==> src/rtl/riscv_pkg.sv <==
// Shared definitions for the RISC-V core and its boot-time program loader.
package riscv_pkg;

    localparam int XLEN = 32;

    localparam logic [7:0] LOADER_MAGIC = 8'hA5;

    typedef enum logic [2:0] {
        WAIT_MAGIC,
        LEN_LO,
        LEN_HI,
        DATA,
        CHECK,
        DONE,
        ERROR
    } loader_state_t;

endpackage

==> src/rtl/imem_loader_word_assembler.sv <==
// Packs a little-endian byte stream into XLEN-bit words and emits a one-cycle
// word_valid pulse in the cycle after the last byte of each word arrives.
module word_assembler #(
    parameter int XLEN = riscv_pkg::XLEN
) (
    input  logic            clk,
    input  logic            reset,
    input  logic            byte_valid,
    input  logic [7:0]      byte_data,
    output logic            last_lane,
    output logic            word_valid,
    output logic [XLEN-1:0] word_data
);

    logic [1:0]      lane;
    logic [XLEN-9:0] buffer;

    assign last_lane = (lane == 2'd3);

    // The final byte bypasses the buffer so the buffer can take the next word's first byte immediately.
    always_ff @(posedge clk) begin
        if (reset) begin
            lane       <= 2'd0;
            buffer     <= '0;
            word_valid <= 1'b0;
            word_data  <= '0;
        end else begin
            word_valid <= 1'b0;
            if (byte_valid) begin
                lane <= lane + 2'd1;
                if (last_lane) begin
                    word_data  <= {byte_data, buffer};
                    word_valid <= 1'b1;
                end else begin
                    buffer[{lane, 3'b000} +: 8] <= byte_data;
                end
            end
        end
    end

endmodule

==> src/rtl/imem_loader.sv <==
// Boot loader: receives a framed, checksummed program image and writes it into
// instruction memory, holding the core in reset until the image is verified.
module imem_loader #(
    parameter int XLEN       = riscv_pkg::XLEN,
    parameter int IMEM_DEPTH = 256,
    parameter int ADDR_W     = $clog2(IMEM_DEPTH)
) (
    input  logic              clk,
    input  logic              reset,
    input  logic              rx_valid,
    input  logic [7:0]        rx_data,
    output logic              rx_ready,
    output logic              imem_we,
    output logic [ADDR_W-1:0] imem_waddr,
    output logic [XLEN-1:0]   imem_wdata,
    output logic              core_reset,
    output logic              load_done,
    output logic              load_error
);

    import riscv_pkg::*;

    loader_state_t     state, state_next;
    logic              ready_st;
    logic              accept;
    logic              data_byte;
    logic [7:0]        len_lo;
    logic [7:0]        csum;
    logic [15:0]       word_count;
    logic [15:0]       words_rcvd;
    logic [16:0]       len_full;
    logic [ADDR_W-1:0] waddr;
    logic              last_lane;
    logic              word_valid;
    logic [XLEN-1:0]   word_data;

    assign len_full  = {1'b0, rx_data, len_lo};
    assign rx_ready  = ready_st && !reset;
    assign accept    = rx_valid && rx_ready;
    assign data_byte = accept && (state == DATA);

    word_assembler #(.XLEN(XLEN)) u_asm (
        .clk        (clk),
        .reset      (reset),
        .byte_valid (data_byte),
        .byte_data  (rx_data),
        .last_lane  (last_lane),
        .word_valid (word_valid),
        .word_data  (word_data)
    );

    always_comb begin
        state_next = state;
        ready_st   = 1'b0;
        case (state)
            WAIT_MAGIC: begin
                ready_st = 1'b1;
                if (rx_valid && rx_data == LOADER_MAGIC) state_next = LEN_LO;
            end
            LEN_LO: begin
                ready_st = 1'b1;
                if (rx_valid) state_next = LEN_HI;
            end
            LEN_HI: begin
                ready_st = 1'b1;
                if (rx_valid) begin
                    if (len_full > 17'(IMEM_DEPTH)) state_next = ERROR;
                    else if (len_full == 17'd0)     state_next = CHECK;
                    else                            state_next = DATA;
                end
            end
            DATA: begin
                ready_st = 1'b1;
                // Leave on the last payload byte; its word write lands while we sit in CHECK.
                if (rx_valid && last_lane && words_rcvd == word_count - 16'd1) state_next = CHECK;
            end
            CHECK: begin
                ready_st = 1'b1;
                if (rx_valid) state_next = (rx_data == csum) ? DONE : ERROR;
            end
            DONE:    state_next = DONE;
            ERROR:   state_next = ERROR;
            default: state_next = WAIT_MAGIC;
        endcase
    end

    always_ff @(posedge clk) begin
        if (reset) begin
            state      <= WAIT_MAGIC;
            load_done  <= 1'b0;
            load_error <= 1'b0;
            core_reset <= 1'b1;
        end else begin
            state      <= state_next;
            load_done  <= (state_next == DONE);
            load_error <= (state_next == ERROR);
            core_reset <= (state_next != DONE);
        end
    end

    always_ff @(posedge clk) begin
        if (reset) begin
            len_lo     <= '0;
            word_count <= '0;
            words_rcvd <= '0;
            waddr      <= '0;
            csum       <= '0;
        end else begin
            if (accept && state == LEN_LO) len_lo <= rx_data;
            if (accept && state == LEN_HI) word_count <= {rx_data, len_lo};
            if (data_byte) begin
                csum <= csum ^ rx_data;
                if (last_lane) words_rcvd <= words_rcvd + 16'd1;
            end
            if (word_valid) waddr <= waddr + 1'b1;
        end
    end

    // A write pending when reset arrives must not reach imem.
    assign imem_we    = word_valid && !reset;
    assign imem_waddr = waddr;
    assign imem_wdata = word_data;

endmodule

==> config.mk <==
export PLATFORM = sky130hd
export DESIGN_NAME = imem_loader
export DESIGN_NICKNAME = d
export VERILOG_FILES = /design/src/rtl/riscv_pkg.sv /design/src/rtl/imem_loader_word_assembler.sv /design/src/rtl/imem_loader.sv
export SDC_FILE = /design/constraint.sdc
export NUM_CORES = 1
export LEC_CHECK = 0
export CORE_MARGIN = 2
export CORE_UTILIZATION = 40
export DETAILED_ROUTE_END_ITERATION = 7
export GPL_ROUTABILITY_DRIVEN = 0
export HOLD_SLACK_MARGIN = 0.08
export PLACE_DENSITY = 0.7
export SETUP_SLACK_MARGIN = 0.4
export SYNTH_ARGS = -nofsm -noshare
export SYNTH_HDL_FRONTEND = slang
export SYNTH_SLANG_ARGS = --single-unit
==> constraint.sdc <==
create_clock -name clk -period 2.75 [get_ports clk]
set_clock_uncertainty 0.05 [all_clocks]
set_input_delay 0.55 -clock clk [delete_from_list [all_inputs] [get_ports clk]]
set_output_delay 0.55 -clock clk [all_outputs]
set_load 0.05 [all_outputs]
==> flow_summary.toml, run 1 <==
[setup_path]
rrSetupSlack_ns = -0.23
cp.arrival_ns = 3.22
r2r_end = "core_reset"
crit_fanout = 3
worstSetupEndpointType = "register"
reg2reg_from = "word_count[1]"
critPathKind = "register to register"
critPathRequiredTime_ns = 2.99
r2r_cells = 9
critPathLaunchType = "register"

[finish]
synthToLayoutAreaGrowth_pct = 31.5
final_cells = 941
n_antenna_cell = 0
fillers = 1223
drive_above_1_share = 0.158
fin_nets = 771

[timing]
rsz0062_at_grt = "true"
hold_violations = 0
finalMaxSlewViolations = 0
period_share = 1.08
max_slew_margin = 0.536
whs_ns = 0.403
max_freq_ghz = 0.335
min_period_ns = 2.98
setup_viol = 4
finalWorstSetupSlack_ns = -0.231
final.setup.tns_ns = -0.631
worstMarginPinSlew_ns = 0.696

[clock_tree]
htreeDepth = 4
cts-buffers-inserted = 17
cts.clk_slew.worst_paths_ns = 0.05
clock_path_buffers = 2
clkLatencyLatePin_ns = 0.41
tritoncts = "done"
clock-sinks = 121
cts_root_buffer = "clkbuf_16"

[outcome]
status = "complete, but fails checks"
violations = "setup timing"

[floorplan]
dieArea_mm2 = 0.0145
fp.dieW_um = 120
fp.dieH_um = 120
start_util = 0.409
ios = 56
coreArea_mm2 = 0.0132
rows = 42

[global_routing]
grt.total_usage = 0.201
gr-usage-met2 = 0.325
grt_max_degree = 72
top_usage_layer = "met2"
antenna_found_initial = 0
gr-total-overflow = 0
grt_pass1_vias = 4815
grt_pass1_wl_mm = 23.1
use_met1 = 0.244
use_met3 = 0.0632

[worst_hold_path]
hold_end = "u_asm.buffer[1]"
min_from = "u_asm.buffer[1]"
min_path_type = "register to register"
holdPathStages = 2

[synth]
yosysWarnings = 0
ys_seq_area_frac = 0.448
synth_area_mm2 = 0.00541
synthTopCellsByArea = "dfxtp_1 45%, nand2_1 9.6%, a21oi_1 6.0%"
synth_edf_count = 0
async_reset_ff_frac = 0
syn_inst = 667
post-synth-top-count-cell = "nand2_1"
synth_cell_types = 50
synthTopCellsByCount = "138 x nand2_1, 121 x dfxtp_1, 65 x a21oi_1"
postSynthAreaPerCell_um2 = 8.11
yosysTopAreaCell = "dfxtp_1"
synth.net_count = 686
synth_seq_cells = 121
netlist.area_leader.share = 0.448
synth_ff_type = "dfxtp_1"

[detailed_routing]
drtIter0Drc = 379
antenna_left = 0
drcViolationCount = 0
viasPerCell = 5.22
via_count = 4911
drt-wirelength-per-cell_um = 15.0
detail_route.first_pass.iterations = 4
wirelength_mm = 14.1

[pwr]
power_density_mw_per_mm2 = 565
irDropWorstVdd_mv = 0.375
power_uw = 4020
p_leak_uw = 0.00250

[placement]
dp_hpwl_mm = 9.50
port_buffers = 55
dp_cells = 902
post-place-ws_ns = -0.312

[run]
drv_cap = 0
-- how the worst max path moves through the flow --
stage | start | to | slack, ns | cells after the start
after global placement | word_count[1] | core_reset | -0.24 | 9
after global routing | word_count[1] | core_reset | -0.30 | 9
final | word_count[1] | core_reset | -0.23 | 9
after detailed placement | word_count[1] | core_reset | -0.31 | 9
after floorplan | word_count[1] | core_reset | -0.19 | 9
after CTS | word_count[1] | core_reset | -0.20 | 9
-- per-stage QoR --
step,utilization,cell area (um2)
6_report,0.537,7110
5_1_grt,0.537,7110
4_1_cts,0.533,7060
3_5_place_dp,0.484,6410
3_3_place_gp,0.484,6410
2_1_floorplan,-,5430
-- worst max-delay path, stage by stage, from the launching register on --
cell and delay (ns):
dfxtp_2 0.32, inv_2 0.08, ha_4 0.13, or4b_4 0.47, or4b_4 0.50, nand3_2 0.07
o211ai_1 0.09, a2111o_1 0.41, o41a_1 0.42, or3_1 0.32
-- layer usage --
metal | share of wire | vias to the layer above
met5 | 0 | -
met4 | 0.026 | 0
met3 | 0.055 | 23
met2 | 0.49 | 134
li1 | - | 2443
met1 | 0.43 | 2311
-- placed cells by master (no fill, tap or decap), types with 25 or more instances in the layout --
master / instances
dfxtp_1: 118
clkdlybuf4s50_1: 51
buf_4: 63
xnor2_1: 27
nor2_1: 46
xor2_1: 27
nand4_1: 28
nand2_1: 135
o21ai_0: 25
a21oi_1: 65
-- flip-flops by register name, indices dropped and copies added, names as in the netlist --
signal            cells
word_count           16
csum                  8
len_lo                8
u_asm.lane            2
words_rcvd           16
core_reset            1
imem_waddr            8
u_asm.word_valid      1
u_asm.buffer         24
state                 3
load_done             1
u_asm.word_data      32
load_error            1
-- power by group --
part / switching [uW] / internal, uW
clock network: 777 / 1380
registers: 0.230 / 1750
logic: 68.2 / 36.8
total: 846 / 3170
-- cell families (layout without fill, tap and decap cells) --
family / Yosys count / in the layout / synth area share
AOI/OAI and AO/OA: 111 / 111 / 0.114
xor gates and xnor gates: 54 / 54 / 0.0874
DFF: 121 / 121 / 0.448
muxes: 11 / 11 / 0.0206
and+or+nand+nor: 307 / 307 / 0.272
adders and majority gates: 8 / 8 / 0.0185
buffers and inverters: 55 / 153 / 0.0398
-- layout make-up --
type	instances	area (um2)	share of cell area
repair buffers	116	1020	0.143
flip-flops and latches	121	2430	0.341
well taps	176	220	0.0310
multi-input cells	491	2850	0.401
clock inverters	10	118	0.0165
inverters	5	18.8	0.00264
clock buffers	22	464	0.0653
-- repair_timing --
action,4_1_cts,5_1_grt
gates resized for setup,9,7
hold buffers,0,0
setup endpoints to repair,34,41
setup buffers,4,3
pin swaps,5,2
gates cloned,0,0
Power figures use the tool's default switching activity.
==> inputs of run 2 (changes only) <==
- PLACE_DENSITY: 0.7 -> unset
==> run 2 against run 1 <==
Effect of this change: the flow still finishes with violations (setup timing); clock power increased by 12%; worst setup slack better by 0.019 ns; via count is 1.3% lower; non-clock buffer count fell by 6; sequential power about the same; fmax up 0.65%; clock-buffer cell count is the same; combinational power is essentially flat; critical path depth is the same; wire length is 1.5% lower; global-route usage down 0.16 points; highest routed layer unchanged.
==> flow_summary.toml, run 2 (same netlist as run 1, synthesis figures left out) <==
[clock_tree]
clock-sinks = 121
cts-buffers-inserted = 17
ctsHoldBuffers = 0
clock_path_buffers = 2
tritoncts = "done"
cts.clk_slew.worst_paths_ns = 0.06
cts_root_buffer = "clkbuf_16"
htreeDepth = 4
clkLatencyLatePin_ns = 0.42

[worst_hold_path]
holdPathStages = 2
min_path_type = "register to register"

[finish]
multi_input_area_mm2 = 0.00287
final_cell_mix = "138 x nand2_1, 118 x dfxtp_1, 63 x a21oi_1, 57 x buf_4, 51 x clkdlybuf4s50_1"
reg_top3 = "u_asm.word_data (32), u_asm.buffer (24)"
synthToLayoutAreaGrowth_pct = 32.1
final_common_cell = "nand2_1"
final_cells = 935
drive_above_1_share = 0.154
largest_reg_flops = 32
fillers = 1270
regMostFlops = "u_asm.word_data"
fin_nets = 765
seqCellArea_mm2 = 0.00243
n_antenna_cell = 0

[floorplan]
fp.dieW_um = 120
rows = 42
dieArea_mm2 = 0.0145
fp.dieH_um = 120
coreArea_mm2 = 0.0132
start_util = 0.409
ios = 56

[detailed_routing]
detail_route.first_pass.iterations = 5
drtIter0Drc = 266
drt-wirelength-per-cell_um = 14.9
wirelength_mm = 13.9
antenna_left = 0
viasPerCell = 5.18
drcViolationCount = 0
via_count = 4845

[timing]
setup_viol = 3
rsz0062_at_grt = "true"
max_slew_margin = 0.572
finalMaxSlewViolations = 0
worstMarginPinSlew_ns = 0.642
max_freq_ghz = 0.338
period_share = 1.08
min_period_ns = 2.96
finalWorstSetupSlack_ns = -0.212
whs_ns = 0.403
hold_violations = 0
final.setup.tns_ns = -0.453

[setup_path]
critPathKind = "register to register"
crit_family = "simple AND/OR/NAND/NOR gates"
crit_fanout = 4
path_common_cell = "or4b_4"
critPathRequiredTime_ns = 3.00
path_cells = "inv_2, ha_4, or4b_4, or4b_4, nand3_2, o211ai_1, a2111o_1, o41a_1, or3_1"
path_buf_inv = 1
cp.arrival_ns = 3.21
r2r_cells = 9
worstSetupEndpointType = "register"
crit_cells = 9
slowest_delay_ns = 0.50
slowest_stage = "or4b_4"
critPathLaunchType = "register"

[global_routing]
grt_max_degree = 66
antenna_found_initial = 0
grt.total_usage = 0.200
grt_pass1_wl_mm = 22.8
gr-total-overflow = 0
grt_pass1_vias = 4715

[pwr]
p_int_uw = 3410
seqPwrFrac = 0.410
power_density_mw_per_mm2 = 599
irDropWorstVdd_mv = 0.473
pwr-share-clk = 0.565
netSwitchingPower_uw = 873
swShare = 0.204
p_comb_frac = 0.025
p_leak_uw = 0.00251

[placement]
port_buffers = 55
post-place-ws_ns = -0.256
dp_hpwl_mm = 9.37
dp_cells = 898

[outcome]
violations = "setup timing"
status = "complete, but fails checks"

[run]
drv_cap = 0
run 2: changes by cell type in the layout (fill, tap and decap cells not counted), sizes merged:
cell,delta
buf,-6
bufinv,+2
clkinv,-2
run 2: power by group through the flow:
stage	registers (uW)	clock network [uW]	logic (uW)
after floorplan	1790	0	54.6
after global placement	1790	0	105
after detailed placement	1790	0	106
after CTS	1750	2450	107
after global routing	1750	2550	113
final	1750	2420	107
run 2: per-layer routing:
layer / vias to the layer above / global-route usage / part of all wire
met4: 0 / 0.0770 / 0.015
met1: 2284 / 0.264 / 0.48
met5: - / 0 / 0
li1: 2429 / - / -
met2: 112 / 0.308 / 0.45
met3: 20 / 0.0590 / 0.052
run 2: worst register-to-register path, stage by stage (launching register included):
cell and delay, ns:
dfxtp_2 0.32, inv_2 0.07, ha_4 0.13, or4b_4 0.45
or4b_4 0.50, nand3_2 0.07, o211ai_1 0.09, a2111o_1 0.41
o41a_1 0.44, or3_1 0.32
run 2: path summary, 6_finish.rpt:
kind                      startpoint            endpoint  slack (ns)
setup reg to reg       word_count[1]          core_reset       -0.21
setup / recovery       word_count[1]          core_reset       -0.21
hold reg to reg   u_asm.word_data[2]  u_asm.word_data[2]        0.40
hold / removal    u_asm.word_data[2]  u_asm.word_data[2]        0.40
run 2: timing repair:
action / 4_1_cts / 5_1_grt
pin swaps: 5 / 4
gates resized for setup: 8 / 11
setup buffers: 2 / 3
setup endpoints to repair: 38 / 34
run 2: area by class of cell:
type | count | area share
clock inverters | 10 | 0.0229
well taps | 176 | 0.0308
multi-input cells | 491 | 0.402
flip-flops and latches | 121 | 0.340
clock buffers | 22 | 0.0678
repair buffers | 110 | 0.135
inverters | 5 | 0.00263
run 2: stage by stage:
stage	total power [uW]	cell area [um2]	utilization
4_1_cts	4310	7080	0.535
5_1_grt	4420	7150	0.540
2_1_floorplan	1850	5430	-
3_5_place_dp	1900	6370	0.481
3_3_place_gp	1900	6370	0.481
6_report	4280	7150	0.540
==> inputs of run 3 (changes only) <==
- CTS_BUF_LIST: unset -> sky130_fd_sc_hd__clkbuf_8 sky130_fd_sc_hd__clkbuf_16
==> run 3 against run 2 <==
Effect of this change: the run still ends with setup timing left; critical path depth did not move; first-iteration DRC count rose by 9.8%; hold slack barely moved; worst setup slack got worse by 0.00054 ns; cell count did not move; register-to-register slack barely moved.
==> flow_summary.toml, run 3 (same netlist as run 1, synthesis figures left out) <==
[clock_tree]
cts.clk_slew.worst_paths_ns = 0.06
ctsHoldBuffers = 0
clock_path_buffers = 2
cts_root_buffer = "clkbuf_16"
cts-buffers-inserted = 17
htreeDepth = 4
tritoncts = "done"
clkLatencyLatePin_ns = 0.42
clock-sinks = 121

[detailed_routing]
viasPerCell = 5.21
via_count = 4868
drcViolationCount = 0
detail_route.first_pass.iterations = 5
antenna_left = 0
drtIter0Drc = 292
drt-wirelength-per-cell_um = 14.9
wirelength_mm = 13.9

[timing]
period_share = 1.08
finalMaxSlewViolations = 0
min_period_ns = 2.96
rsz0062_at_grt = "true"
max_slew_margin = 0.570
max_freq_ghz = 0.338
finalWorstSetupSlack_ns = -0.212
worstMarginPinSlew_ns = 0.645
setup_viol = 3
hold_violations = 0

[finish]
largest_reg_flops = 32
final_common_cell = "nand2_1"
reg_top3 = "u_asm.word_data (32), u_asm.buffer (24)"
n_antenna_cell = 0
fin_nets = 765
drive_above_1_share = 0.154
final_cell_mix = "138 x nand2_1, 118 x dfxtp_1, 63 x a21oi_1, 57 x buf_4, 51 x clkdlybuf4s50_1"
synthToLayoutAreaGrowth_pct = 32.1
regMostFlops = "u_asm.word_data"

[pwr]
irDropWorstVdd_mv = 0.470
p_leak_uw = 0.00251
power_uw = 4280
power_density_mw_per_mm2 = 598

[global_routing]
grt_max_degree = 66
grt_pass1_wl_mm = 22.8
grt_pass1_vias = 4710
antenna_found_initial = 0
grt.total_usage = 0.200
gr-total-overflow = 0

[setup_path]
cp.arrival_ns = 3.21
worstSetupEndpointType = "register"
r2r_end = "core_reset"
reg2reg_from = "word_count[1]"
critPathLaunchType = "register"
crit_fanout = 4
path_common_cell = "or4b_4"
slowest_delay_ns = 0.50
critPathKind = "register to register"
path_cells = "inv_2, ha_4, or4b_4, or4b_4, nand3_2, o211ai_1, a2111o_1, o41a_1, or3_1"
slowest_stage = "or4b_4"
critPathRequiredTime_ns = 3.00
r2r_cells = 9
rrSetupSlack_ns = -0.21

[floorplan]
rows = 42
fp.dieH_um = 120
ios = 56
fp.dieW_um = 120
coreArea_mm2 = 0.0132
start_util = 0.409
dieArea_mm2 = 0.0145

[worst_hold_path]
holdPathStages = 2
hold_end = "u_asm.word_data[2]"
min_from = "u_asm.word_data[2]"
min_path_type = "register to register"

[run]
drv_cap = 0

[outcome]
status = "complete, but fails checks"
violations = "setup timing"

[placement]
post-place-ws_ns = -0.256
port_buffers = 55
dp_hpwl_mm = 9.37
## run 3: cell types whose count changed in the layout (fill, tap and decap cells not counted)
cell	before	now
inv_1	2	3
clkbuf_1	1	0
## run 3: routing by layer
| metal | wire length, um | global-route usage | vias up |
|---|---|---|---|
| li1 | - | - | 2428 |
| met1 | 6780 | 0.264 | 2306 |
| met2 | 6260 | 0.308 | 112 |
| met3 | 671 | 0.0590 | 22 |
| met4 | 212 | 0.0770 | 0 |
| met5 | 0 | 0 | - |
## run 3: layout make-up
class,instances,area (um2)
Sequential cell,121,2430
Inverter,5,18.8
Timing Repair Buffer,110,962
Clock buffer,21,480
Clock inverter,11,168
Multi-Input combinational cell,491,2870
Tap cell,176,220
Fill cell,1270,6100
## run 3: stage by stage
stage | cells | TNS (ns) | hold slack, ns | util | area (um2)
after floorplan | 667 | -0.261 | 0.382 | - | 5430
after global placement | 898 | -5.09 | 0.391 | 0.481 | 6370
after CTS | 932 | -0.353 | 0.405 | 0.535 | 7080
final | 935 | -0.455 | 0.403 | 0.540 | 7150
after detailed placement | 898 | -4.65 | 0.397 | 0.481 | 6370
after global routing | 935 | -0.823 | 0.423 | 0.540 | 7150
## run 3: how the worst max path moves through the flow
stage / from / end / slack (ns) / depth (start not counted)
floorplan: word_count[1] / core_reset / -0.19 / 9
global placement: word_count[1] / core_reset / -0.20 / 9
detailed placement: word_count[1] / core_reset / -0.26 / 9
CTS: word_count[1] / core_reset / -0.19 / 9
global route: word_count[1] / core_reset / -0.31 / 9
finish: word_count[1] / core_reset / -0.21 / 9
## run 3: where the power goes
part	switching (uW)	total, uW	internal, uW
combinational	68.6	107	38.9
sequential	0.229	1750	1750
clock	803	2410	1610
total	872	4280	3400
## run 3: repair_timing
item                                    CTS  global route
buffers inserted                          2             3
gates resized for setup                   8            11
endpoints found under the setup margin   38            34
pin swaps                                 5             4
## run 3: worst max-delay path, delay by kind of cell (launching register included)
| kind | cells | cell delay (ns) |
|---|---|---|
| AO/OA/AOI/OAI | 3 | 0.94 |
| buffers and inverters | 1 | 0.07 |
| adder cells (fa/ha/maj) | 1 | 0.13 |
| AND/OR/NAND/NOR | 4 | 1.34 |
| flip-flops | 1 | 0.32 |
